## src/rtl/mem_stage_if.sv

```systemverilog
// Data-memory request/acknowledge channel between the memory stage and the data memory.
interface mem_stage_if;
  logic        dm_req;
  logic        dm_we;
  logic [31:0] dm_addr;
  logic [31:0] dm_wdata;
  logic        dm_ack;
  logic [31:0] dm_rdata;

  modport master (output dm_req, dm_we, dm_addr, dm_wdata, input dm_ack, dm_rdata);
  modport slave  (input dm_req, dm_we, dm_addr, dm_wdata, output dm_ack, dm_rdata);
endinterface

```

## src/rtl/mem_stage.sv

```systemverilog
// MIPS memory stage: redirects, HI/LO, req/ack data access with upstream stall, MEM/WB register.
// Optional access timeout with sticky dm_err is enabled by defining MEM_STAGE_TIMEOUT_EN.
module mem_stage #(
  parameter int TIMEOUT = 16
) (
  input  logic        clk,
  input  logic        rst_n,
  input  logic        multu_enM,
  input  logic        jr_selM,
  input  logic        branchM,
  input  logic        dm2regM,
  input  logic        jumpM,
  input  logic        we_dmM,
  input  logic        jal_selM,
  input  logic        we_regM,
  input  logic [1:0]  super_selM,
  input  logic        zeroM,
  input  logic [31:0] pc_plus_4M,
  input  logic [31:0] btaM,
  input  logic [31:0] alu_paM,
  input  logic [31:0] jtaM,
  input  logic [31:0] wd_dmM,
  input  logic [31:0] shiftyM,
  input  logic [63:0] alu_outM,
  input  logic [4:0]  rf_waM,
  mem_stage_if.master dm,
  output logic        stall_mem,
  output logic        redirect,
  output logic [31:0] pc_target,
  output logic [31:0] HI_q,
  output logic [31:0] LO_q,
  output logic        dm_err,
  output logic        we_regW,
  output logic [4:0]  rf_waW,
  output logic [31:0] rf_wdW
);

  typedef enum logic {IDLE = 1'b0, ACCESS = 1'b1} state_t;

  state_t      state_r;
  state_t      state_next_s;
  logic        access_s;
  logic        timeout_s;
  logic        adv_s;
  logic [31:0] load_data_s;
  logic [31:0] wb_data_s;
  logic [4:0]  wb_addr_s;

  assign access_s = dm2regM | we_dmM;

`ifdef MEM_STAGE_TIMEOUT_EN
  localparam int CNT_W = $clog2(TIMEOUT + 1);
  logic [CNT_W-1:0] wait_cnt_r;

  // The request cycle spent in IDLE counts as the first wait, so abort on the last ACCESS slot.
  assign timeout_s = (state_r == ACCESS) && (wait_cnt_r == CNT_W'(TIMEOUT - 1)) && !dm.dm_ack;

  // Wait counter: zero in IDLE, counts ACCESS cycles.
  always_ff @(posedge clk or negedge rst_n) begin
    if (!rst_n) begin
      wait_cnt_r <= '0;
    end else if (state_r == ACCESS) begin
      wait_cnt_r <= wait_cnt_r + 1'b1;
    end else begin
      wait_cnt_r <= '0;
    end
  end

  // Sticky timeout flag.
  always_ff @(posedge clk or negedge rst_n) begin
    if (!rst_n) begin
      dm_err <= 1'b0;
    end else if (timeout_s) begin
      dm_err <= 1'b1;
    end else begin
      dm_err <= dm_err;
    end
  end
`else
  logic unused_timeout_s;
  assign timeout_s        = 1'b0;
  assign dm_err           = 1'b0;
  assign unused_timeout_s = (TIMEOUT == 32'sd0);
`endif

  // FSM state register.
  always_ff @(posedge clk or negedge rst_n) begin
    if (!rst_n) begin
      state_r <= IDLE;
    end else begin
      state_r <= state_next_s;
    end
  end

  // FSM next-state logic.
  always_comb begin
    state_next_s = state_r;
    case (state_r)
      IDLE: begin
        if (access_s && !dm.dm_ack) state_next_s = ACCESS;
        else                        state_next_s = IDLE;
      end
      ACCESS: begin
        if (dm.dm_ack || timeout_s) state_next_s = IDLE;
        else                        state_next_s = ACCESS;
      end
      default: state_next_s = IDLE;
    endcase
  end

  // FSM outputs: memory request, stall and redirect.
  always_comb begin
    dm.dm_req   = access_s;
    dm.dm_we    = we_dmM;
    dm.dm_addr  = alu_outM[31:0];
    dm.dm_wdata = wd_dmM;
    stall_mem   = access_s & ~dm.dm_ack & ~timeout_s;
    adv_s       = ~stall_mem;
    redirect    = adv_s & (jr_selM | jumpM | (branchM & zeroM));
    if (jr_selM) begin
      pc_target = alu_paM;
    end else if (jumpM) begin
      pc_target = jtaM;
    end else begin
      pc_target = btaM;
    end
  end

  // Write-back source selection; HI/LO reads see the pre-update registers.
  always_comb begin
    load_data_s = timeout_s ? 32'd0 : dm.dm_rdata;
    wb_addr_s   = rf_waM;
    wb_data_s   = alu_outM[31:0];
    if (jal_selM) begin
      wb_addr_s = 5'd31;
      wb_data_s = pc_plus_4M;
    end else begin
      case (super_selM)
        2'b01:   wb_data_s = HI_q;
        2'b10:   wb_data_s = LO_q;
        2'b11:   wb_data_s = shiftyM;
        default: wb_data_s = dm2regM ? load_data_s : alu_outM[31:0];
      endcase
    end
  end

  // HI/LO pair loaded by multu when the stage advances.
  always_ff @(posedge clk or negedge rst_n) begin
    if (!rst_n) begin
      HI_q <= 32'd0;
      LO_q <= 32'd0;
    end else if (adv_s && multu_enM) begin
      HI_q <= alu_outM[63:32];
      LO_q <= alu_outM[31:0];
    end else begin
      HI_q <= HI_q;
      LO_q <= LO_q;
    end
  end

  // MEM/WB register; a stall inserts a bubble and holds address/data.
  always_ff @(posedge clk or negedge rst_n) begin
    if (!rst_n) begin
      we_regW <= 1'b0;
      rf_waW  <= 5'd0;
      rf_wdW  <= 32'd0;
    end else if (adv_s) begin
      we_regW <= we_regM;
      rf_waW  <= wb_addr_s;
      rf_wdW  <= wb_data_s;
    end else begin
      we_regW <= 1'b0;
      rf_waW  <= rf_waW;
      rf_wdW  <= rf_wdW;
    end
  end

endmodule

```

## src/flat_wrapper.sv

```systemverilog
// flat-port wrapper written by rule: the top's interface ports become plain ports
module mem_stage_flat 
#(
  parameter int TIMEOUT = 16
)
  (clk, rst_n, multu_enM, jr_selM, branchM, dm2regM, jumpM, we_dmM, jal_selM, we_regM, super_selM, zeroM, pc_plus_4M, btaM, alu_paM, jtaM, wd_dmM, shiftyM, alu_outM, rf_waM, stall_mem, redirect, pc_target, HI_q, LO_q, dm_err, we_regW, rf_waW, rf_wdW, dm_dm_req, dm_dm_we, dm_dm_addr, dm_dm_wdata, dm_dm_ack, dm_dm_rdata);
  mem_stage_if dm_i ();
  input  logic clk;
  input  logic rst_n;
  input  logic multu_enM;
  input  logic jr_selM;
  input  logic branchM;
  input  logic dm2regM;
  input  logic jumpM;
  input  logic we_dmM;
  input  logic jal_selM;
  input  logic we_regM;
  input  logic [1:0] super_selM;
  input  logic zeroM;
  input  logic [31:0] pc_plus_4M;
  input  logic [31:0] btaM;
  input  logic [31:0] alu_paM;
  input  logic [31:0] jtaM;
  input  logic [31:0] wd_dmM;
  input  logic [31:0] shiftyM;
  input  logic [63:0] alu_outM;
  input  logic [4:0] rf_waM;
  output logic stall_mem;
  output logic redirect;
  output logic [31:0] pc_target;
  output logic [31:0] HI_q;
  output logic [31:0] LO_q;
  output logic dm_err;
  output logic we_regW;
  output logic [4:0] rf_waW;
  output logic [31:0] rf_wdW;
  output wire logic [$bits(dm_i.dm_req)-1:0] dm_dm_req;
  output wire logic [$bits(dm_i.dm_we)-1:0] dm_dm_we;
  output wire logic [$bits(dm_i.dm_addr)-1:0] dm_dm_addr;
  output wire logic [$bits(dm_i.dm_wdata)-1:0] dm_dm_wdata;
  input wire logic [$bits(dm_i.dm_ack)-1:0] dm_dm_ack;
  input wire logic [$bits(dm_i.dm_rdata)-1:0] dm_dm_rdata;
  assign dm_dm_req = dm_i.dm_req;
  assign dm_dm_we = dm_i.dm_we;
  assign dm_dm_addr = dm_i.dm_addr;
  assign dm_dm_wdata = dm_i.dm_wdata;
  assign dm_i.dm_ack = dm_dm_ack;
  assign dm_i.dm_rdata = dm_dm_rdata;
  mem_stage #(.TIMEOUT(TIMEOUT)) u_core (.clk(clk), .rst_n(rst_n), .multu_enM(multu_enM), .jr_selM(jr_selM), .branchM(branchM), .dm2regM(dm2regM), .jumpM(jumpM), .we_dmM(we_dmM), .jal_selM(jal_selM), .we_regM(we_regM), .super_selM(super_selM), .zeroM(zeroM), .pc_plus_4M(pc_plus_4M), .btaM(btaM), .alu_paM(alu_paM), .jtaM(jtaM), .wd_dmM(wd_dmM), .shiftyM(shiftyM), .alu_outM(alu_outM), .rf_waM(rf_waM), .dm(dm_i), .stall_mem(stall_mem), .redirect(redirect), .pc_target(pc_target), .HI_q(HI_q), .LO_q(LO_q), .dm_err(dm_err), .we_regW(we_regW), .rf_waW(rf_waW), .rf_wdW(rf_wdW));
endmodule
```

## config.mk

```make
export PLATFORM = sky130hd
export DESIGN_NAME = mem_stage_flat
export DESIGN_NICKNAME = d
export VERILOG_FILES = /design/src/rtl/mem_stage_if.sv /design/src/rtl/mem_stage.sv /design/src/flat_wrapper.sv
export SDC_FILE = /design/constraint.sdc
export NUM_CORES = 1
export LEC_CHECK = 0
export ABC_AREA = 0
export BUFFER_PORTS_ARGS = -buffer_cell sky130_fd_sc_hd__buf_2
export CORE_AREA = 2 2 196 198
export CTS_CLUSTER_DIAMETER = 40
export DETAILED_ROUTE_END_ITERATION = 7
export DIE_AREA = 0 0 198 200
export PLACE_DENSITY = 0.41
export SLEW_MARGIN = 10
export SYNTH_ARGS = -nofsm -noshare
export SYNTH_HDL_FRONTEND = slang
export SYNTH_SLANG_ARGS = --single-unit
```

## constraint.sdc

```tcl
create_clock -name clk -period 2.8 [get_ports clk]
set_clock_uncertainty 0.05 [all_clocks]
set_input_delay 0 -clock clk [delete_from_list [all_inputs] [get_ports clk]]
set_output_delay 0 -clock clk [all_outputs]
set_load 0.05 [all_outputs]
```

* Word-level counts from Yosys, hierarchy flattened
Index checks and enable logic that the tools add are counted.
** Cells by class
- Eq/ne operators :: 3
- Mux-type cells :: 7
- Bitwise gates (word level) :: 8
- Reduce and logical (&&, ||, !) cells :: 1
** Operators with widths (number)
- 32-bit two-way mux :: 4
- 32-bit case mux with 3 select lines :: 1
- 5-bit two-way mux :: 1
- 2-bit == test, second input constant :: 2
- 1-bit bitwise AND :: 3
- 1-bit bitwise OR :: 3
- 2-bit by 1-bit == test with 1-bit output, second input constant :: 1
- 1-bit NOT :: 2
- 1-bit logical AND :: 1
- 1-bit two-way mux :: 1
** Storage, ports and cells
- Register bits after elaboration :: 102
- Input port bits :: 307
- Output and inout port bits :: 203
- Logic and storage cells :: 24

* Logic depth before layout (Yosys ltp)
Gate-level depths: netlist of the first run.
- Depth after elaboration :: 4
- Mapped depth :: 7
- Gate-level depth less buffers :: 4

* Least setup slack after synthesis of the first run
Ideal clock, no wire load.
- Path kind :: input port to output port
- Start :: input jumpM
- End :: output pc_target[10]
- Arrival time :: 1.607 ns
- Required time :: 2.750 ns
- Slack :: 1.143 ns
- Cell stages on the path :: 4
- Path buffers :: 2
- Path through :: buf_2 -> buf_2 -> mux2i_1 -> o21ai_0
** Between the ends
- Word-level cells in the longest chain between the ends :: 2
** RTL lines
- start, declared :: RTL line flat_wrapper.sv:14 : input logic jumpM;
- 32-bit two-way mux :: RTL line mem_stage.sv:122 : end else if (jumpM) begin
- 32-bit two-way mux :: RTL line mem_stage.sv:120 : if (jr_selM) begin
- end, declared :: RTL line flat_wrapper.sv:30 : output logic [31:0] pc_target;
No other way between the ends.

* Worst setup path after layout of the first run
- Start :: input super_selM[0]
- End :: register u_core.rf_wdW[2]
** Between the ends
- Word-level cells in the longest chain between the ends :: 3
- Elaborated cells between the ends (all ways) :: 5
- Those cells by class :: 3 x eq/ne; 2 x mux
** RTL lines
- start, declared :: RTL line flat_wrapper.sv:18 : input logic [1:0] super_selM;
- 2-bit == test or 2-bit by 1-bit == test with 1-bit output (tied branches) :: RTL line mem_stage.sv:138 : case (super_selM)
- 32-bit case mux with 3 select lines (*) :: RTL line mem_stage.sv:138
- 32-bit two-way mux (*) :: RTL line mem_stage.sv:134 : if (jal_selM) begin
- end signal, assigned :: RTL line mem_stage.sv:170 : rf_wdW <= wb_data_s;
- end signal, assigned :: RTL line mem_stage.sv:174 : rf_wdW <= rf_wdW;
- end, declared :: RTL line mem_stage.sv:35 : output logic [31:0] rf_wdW
Mark *: on every way between the ends. The rest lies on a longest branch, timed or not.
A chain may end at the register's enable or synchronous reset.

==> results of run 1 <==
-- routing by layer --
layer	up-vias	part of all wire [%]	global-route usage, %	wire length (um)
li1	3252	-	-	-
met1	3237	38	17.6	12800
met2	301	52	29.7	17300
met3	33	6.9	3.88	2310
met4	10	2.6	5.54	878
met5	-	0.20	0	65
-- through the flow --
stage                     cell area (um^2)  hold slack (ns)
after CTS                            11100          0.00114
final                                11100          0.00863
after global routing                 11100           0.0226
after floorplan                       6880           -0.346
after global placement                9130           -0.125
after detailed placement              9130           -0.133
-- cells by family after synthesis --
| kind of cell | count (synthesis) |
|---|---|
| DFF | 102 |
| other | 1 |
| and+or+nand+nor | 113 |
| AOI/OAI and AO/OA | 105 |
| buffers and inverters | 144 |
| muxes | 191 |
-- state kept, by name, summed over array words and instances (netlist names) --
name / flops
u_core.rf_wdW: 32
u_core.LO_q: 32
u_core.rf_waW: 5
u_core.HI_q: 32
u_core.we_regW: 1
-- worst max-delay path by stage --
stage | slack, ns | start | endpoint | cells past startpoint
floorplan | 1.14 | jumpM | pc_target[10] | 4
global placement | 1.04 | super_selM[0] | u_core.rf_wdW[4]$_DFFE_PN0N_ | 5
detailed placement | 1.01 | super_selM[0] | u_core.rf_wdW[4]$_DFFE_PN0N_ | 5
CTS | 0.86 | super_selM[0] | u_core.rf_wdW[25]$_DFFE_PN0N_ | 6
global route | 0.74 | super_selM[0] | u_core.rf_wdW[1]$_DFFE_PN0N_ | 6
finish | 0.85 | super_selM[0] | u_core.rf_wdW[2]$_DFFE_PN0N_ | 6
-- final cells by class --
cell class | count | area, um^2
Clock buffer | 10 | 229
Timing Repair Buffer | 618 | 3960
Tap cell | 511 | 639
Clock inverter | 6 | 95.1
Multi-Input combinational cell | 410 | 3470
Sequential cell | 102 | 2550
Fill cell | 4011 | 26300
Inverter | 31 | 116
Antenna cell | 1 | 2.50
-- power groups by stage --
stage | Clock (mW) | Combinational, mW | Sequential (mW)
final | 1.45 | 2.77 | 1.86
after global routing | 1.57 | 2.92 | 1.89
after CTS | 1.52 | 2.80 | 1.86
after detailed placement | 0 | 2.48 | 1.89
after global placement | 0 | 2.48 | 1.89
after floorplan | 0 | 1.11 | 2.62
-- synthesized netlist by cell type (3+ instances only) --
library cell,n,area share (%)
mux2_2,4,0.66
a31o_2,30,3.8
clkbuf_1,18,0.98
buf_4,70,7.6
o21ai_0,38,2.8
inv_1,30,1.6
buf_2,18,1.3
buf_6,7,1.1
dfrtp_1,102,37
a2bb2oi_1,30,3.8
and2_1,3,0.27
mux2i_1,127,18
mux2_4,60,13
nand2_1,102,5.6
-- worst reg2reg max path, delay by kind of cell, from the launching register on --
kind                   cells  cell delay, ns
and+or+nand+nor            1            0.07
DFF                        1            0.42
muxes                      1            0.15
buffers and inverters      1            0.55
AOI/OAI and AO/OA          1            0.24
==> qor.txt, run 1 <==
Clock Tree Root = clkbuf_16
Distinct cells, synth = 28
RR Startpoint = u_core.LO_q[4]$_DFFE_PN0P_
Critical Path End Type = register
DRT Pass-1 Iters = 4
setup ws final = 0.848 ns
hold path startpoint = pc_plus_4M[21]
worst skew pair latency = 0.36 ns
clock buffer depth = 2
fin crit share = 69.7%
GRT Overall Usage = 15.9%
Final setup viols = 0
postcts setup bufs = 0
CTS tree = built
Synth Instances = 656
clk sink count = 102
synthesis-stage register bit count = 102
setup slack, reg-to-reg = 1.21 ns
FP Rows = 71
leakage = 5.86 nW
Synthesis Warnings = 0
worst stage delay on the critical path = 0.55 ns
worst-path maximum fanout = 18
Setup WS pre-CTS = 1.01 ns
Vias per Instance = 4.05
worst reg2reg path endpoint = u_core.rf_wdW[4]$_DFFE_PN0N_
unrepaired setup endpoints after global routing = no
CP Buf/Inv Count = 3
Util after Layout = 29.6%
Synth Area in Compound Gates = 11.2%
DRC = 0
final hold vios = 0
crit path kind = primary input to register
status = complete, no violations
Post-Syn Area = 6880 um^2
vias post-DR = 6833
FFs w/ async S/R, synth = 100%
first-pass GRT wire length = 45800 um
pwr dens = 550 nW/um^2
syn_nets = 963
Sw Pwr = 2.62 mW
layout cells sized above 1 = 48.8%
DRT antenna net count = 0
IO Pins = 510
Port Buffers = 444
commonest non-fill, non-tap cell in the layout = buf_2
largest family of logic cells by synthesized area = multiplexers
Overflow after GRT = 0
Avg Cell Area, Syn = 10.5 um^2
max-slew violation count = 0
most frequent cells in the layout = buf_2, dlygate4sd3_1, mux2i_1, nand2_1, dfrtp_1
Combinational Power Share = 45.6%
DR iter-0 viols = 148
CTS HTree Levels = 3
critical path launch point type = primary input
max_slew headroom = 38.5%
Top FF cell, synth = dfrtp_1
Synth Area in Simple Gates = 6.57%
dpl hpwl = 25300 um
post-cts sizing count = 0
maxcap violations = 0
Hold Crit Class = primary input to register
Pint = 3.46 mW
Sw Share = 43.1%
clock-pin slew on the worst setup and hold paths = 0.08 ns
Top delay family on crit path = buffers and inverters
wire per inst = 19.7 um
DIE HEIGHT = 200 um
critical path arrival = 2.15 ns
CTS buffer count = 9
Initial Util = 18.4%
Post-synth EDFFs = 0
Design Power = 6.08 mW
vias in the first global route = 7043
Tightest Pin Transition = 0.923 ns
Synth Area in XOR/XNOR = 0%
Worst EP required = 3.00 ns
Area growth, synth to finish = 60.9%
maximum VDD drop = 0.000291 V
Die X = 198 um
gpl congestion = 0.824
core area = 37400 um^2
cells on worst reg2reg path = 4
hold path endpoint = u_core.rf_wdW[21]$_DFFE_PN0N_
Final #Nets = 1479
adder-cell share of the synthesized area = 0%
setup_tns = 0 ns
sequential share of the synthesized area = 37.1%
CP max stage cell = buf_2
cell count after placement = 1512
Flop pwr share = 30.6%
WL final = 33300 um
CP Cell Sequence = buf_2 > buf_4 > mux2i_1 > nand2_1 > a31o_2 > dlygate4sd3_1
die area = 39600 um^2
Finished Layout Cells = 1689
mux contribution to synthesized area = 32.2%
hold-fix buffers at CTS = 160
post-layout min period = 1.95 ns
antenna violations before repair = 6
Clock Power Share = 23.8%
hold path cells = 4
largest net degree at the start of global routing = 66
Fmax = 512 MHz
Note: power is estimated with default switching activity, not from simulation.
==> inputs of run 2 (changes only) <==
--- a/config.mk
+++ b/config.mk
@@ -7,11 +7,11 @@
 export LEC_CHECK = 0
 export ABC_AREA = 0
 export BUFFER_PORTS_ARGS = -buffer_cell sky130_fd_sc_hd__buf_2
-export CORE_AREA = 2 2 196 198
+export CORE_AREA = 2 2 198 200
 export CTS_CLUSTER_DIAMETER = 40
 export DETAILED_ROUTE_END_ITERATION = 7
-export DIE_AREA = 0 0 198 200
-export PLACE_DENSITY = 0.41
+export DIE_AREA = 0 0 200 202
+export PLACE_DENSITY = 0.42
 export SLEW_MARGIN = 10
 export SYNTH_ARGS = -nofsm -noshare
 export SYNTH_HDL_FRONTEND = slang
==> constraint.sdc (replaced) <==
create_clock -name clk -period 1.7 [get_ports clk]
set_clock_uncertainty 0.05 [all_clocks]
set_input_delay 0 -clock clk [delete_from_list [all_inputs] [get_ports clk]]
set_output_delay 0 -clock clk [all_outputs]
set_load 0.05 [all_outputs]
==> run 2 against run 1 <==
Critical path depth did not move. Utilization fell by 0.17 points. Global-route usage fell by 0.64 points. Final cell count rose by 1.7%. Power rose by 61%. Design area rose by 1.8%. Clock power rose by 48%. Sequential cell count did not move. Setup slack got worse by 0.78 ns. First-iteration DRC count rose by 32%. Sequential power rose by 64%. Die area rose by 2.0%. Critical path type unchanged.
==> qor.txt, run 2 (same netlist as run 1, synthesis figures left out) <==
Tightest Pin Transition = 0.610 ns (-0.313 ns)
dpl hpwl = 23900 um (-5.6%)
crit path kind = primary input to register
wire per inst = 18.7 um (-4.8%)
commonest non-fill, non-tap cell in the layout = buf_2
die area = 40400 um^2 (+2.0%)
met1 Use GR = 17.0% (-0.60 points)
antenna violations before repair = 5 (-1)
Flop pwr share = 31.1% (+0.5 points)
hold path startpoint = pc_plus_4M[29]
Final setup viols = 0 (unchanged)
worst reg2reg path endpoint = u_core.rf_wdW[24]$_DFFE_PN0N_
DRC = 0 (unchanged)
IO Pins = 510 (unchanged)
core area = 38300 um^2 (+2.4%)
leakage = 5.97 nW (+1.8%)
Vias per Instance = 4.04 (-0.19%)
CP Cell Sequence = dlygate4sd3_1 > buf_2 > nor2b_1 > a2111oi_2 > o31ai_1 > dlygate4sd3_1
worst stage delay on the critical path = 0.56 ns (about the same)
Final #Nets = 1499 (+1.4%)
CP most frequent cell = dlygate4sd3_1
met3 usage = 3.25% (-0.63 points)
Area growth, synth to finish = 63.8%
Port Buffers = 444 (unchanged)
cells on worst reg2reg path = 4 (unchanged)
maximum VDD drop = 0.000542 V (+86%)
vias post-DR = 6933 (+1.5%)
Fmax = 611 MHz
Top Usage Layer GRT = met2
Overflow after GRT = 0 (unchanged)
Pint = 5.47 mW (+58%)
Clock Power Share = 21.8% (-2.0 points)
post-layout min period = 1.64 ns
setup slack, reg-to-reg = 0.08 ns (-1.13 ns)
Combinational Power Share = 47.1% (+1.5 points)
critical path launch point type = primary input
max-slew violation count = 0 (unchanged)
layout cells sized above 1 = 49.5% (+0.69 points)
Initial Util = 18.0% (-0.43 points)
first-pass GRT wire length = 45300 um (-1.0%)
worst skew pair latency = 0.37 ns (about the same)
Hold Crit Class = primary input to register
gpl congestion = 0.740 (-10%)
Top delay family on crit path = buffers and inverters
DR iter-0 viols = 196 (+32%)
most frequent cells in the layout = buf_2, dlygate4sd3_1, mux2i_1, nand2_1, dfrtp_1
final hold vios = 0 (unchanged)
Critical Path End Type = register
cell count after placement = 1536 (+1.6%)
worst-path maximum fanout = 3 (-15)
critical path arrival = 1.83 ns (-0.32 ns)
Top Registers = u_core.HI_q (32), u_core.LO_q (32), u_core.rf_wdW (32)
hold path cells = 4 (unchanged)
DRT Pass-1 Iters = 4 (unchanged)
DIE HEIGHT = 202 um (+1.0%)
max_slew headroom = 59.4% (+21 points)
clk sink count = 102 (unchanged)
largest net degree at the start of global routing = 103 (+56%)
CTS tree = built
WL final = 32200 um (-3.3%)
CTS HTree Levels = 3 (unchanged)
maxcap violations = 0 (unchanged)
fin crit share = 96.2%
CP max stage cell = dlygate4sd3_1
met2 Use GR = 28.3% (-1.5 points)
Sw Pwr = 4.34 mW (+65%)
fillers = 4079 (+1.7%)
clock buffer depth = 2 (unchanged)
Die X = 200 um (+1.0%)
unrepaired setup endpoints after global routing = no
postcts setup bufs = 0 (unchanged)
RR Startpoint = u_core.LO_q[24]$_DFFE_PN0P_
GRT Overall Usage = 15.3% (-0.64 points)
setup_tns = 0 ns (unchanged)
Sw Share = 44.2% (+1.1 points)
pwr dens = 872 nW/um^2 (+59%)
FP Rows = 72 (+1.4%)
Clock Tree Root = clkbuf_16
vias in the first global route = 7473 (+6.1%)
status = complete, no violations
clock-pin slew on the worst setup and hold paths = 0.09 ns (about the same)
hold path endpoint = u_core.rf_wdW[29]$_DFFE_PN0N_
DRT antenna net count = 0 (unchanged)
CP Buf/Inv Count = 3 (unchanged)
Worst EP required = 1.90 ns (-1.10 ns)
Finished Layout Cells = 1717 (+1.7%)
CTS buffer count = 9 (unchanged)
-- run 2: stage by stage --
step           instance area (um^2)  util, %  hold slack [ns]  total power, mW  worst slack [ns]
5_1_grt                       11300     29.4           0.0239             10.3           0.00479
4_1_cts                       11200     29.4          0.00725             9.98            0.0188
3_3_place_gp                   9340     24.4          -0.0497             7.21             0.274
2_1_floorplan                  6880        -           -0.346             6.13            0.0435
6_report                      11300     29.4           0.0107             9.82            0.0643
3_5_place_dp                   9340     24.4          -0.0497             7.24             0.263
-- run 2: what timing repair did --
action	in CTS	in global routing
gates resized for setup	0	2
endpoints found under the hold margin	236	0
setup endpoints to repair	0	1
hold buffers	163	0
-- run 2: per-layer routing --
layer | up-vias | routed length (um)
met5 | - | 25
met4 | 4 | 960
met3 | 39 | 2260
met2 | 308 | 16500
met1 | 3297 | 12400
li1 | 3285 | -
-- run 2: area by class of cell --
type | instances | area, um^2 | area share (%)
repair buffers | 638 | 4180 | 37.1
inverters | 31 | 116 | 1.03
diodes | 2 | 5.00 | 0.0444
well taps | 518 | 648 | 5.76
clock buffers | 10 | 229 | 2.03
clock inverters | 6 | 53.8 | 0.478
flip-flops and latches | 102 | 2550 | 22.7
multi-input cells | 410 | 3480 | 30.9
-- run 2: power by group through the flow --
stage / sequential, mW / combinational, mW / clock, mW
after floorplan: 4.31 / 1.82 / 0
after global placement: 3.10 / 4.11 / 0
after detailed placement: 3.11 / 4.13 / 0
after CTS: 3.06 / 4.67 / 2.25
after global routing: 3.12 / 4.88 / 2.33
final: 3.05 / 4.62 / 2.14
-- run 2: worst max-delay path by stage --
stage | startpoint | endpoint | depth (start not counted)
after floorplan | jumpM | pc_target[10] | 4
after global placement | dm2regM | u_core.rf_wdW[17]$_DFFE_PN0N_ | 7
after detailed placement | dm2regM | u_core.rf_wdW[23]$_DFFE_PN0N_ | 7
after CTS | alu_outM[10] | u_core.rf_wdW[10]$_DFFE_PN0N_ | 6
after global routing | u_core.LO_q[24]$_DFFE_PN0P_ | u_core.rf_wdW[24]$_DFFE_PN0N_ | 4
final | alu_outM[10] | u_core.rf_wdW[10]$_DFFE_PN0N_ | 6
-- run 2: worst register-to-register path, cell delays in order (launching register included) --
cell	delay, ns
dfrtp_1	0.42
mux2i_1	0.17
nand2_1	0.08
a31o_2	0.24
dlygate4sd3_1	0.55
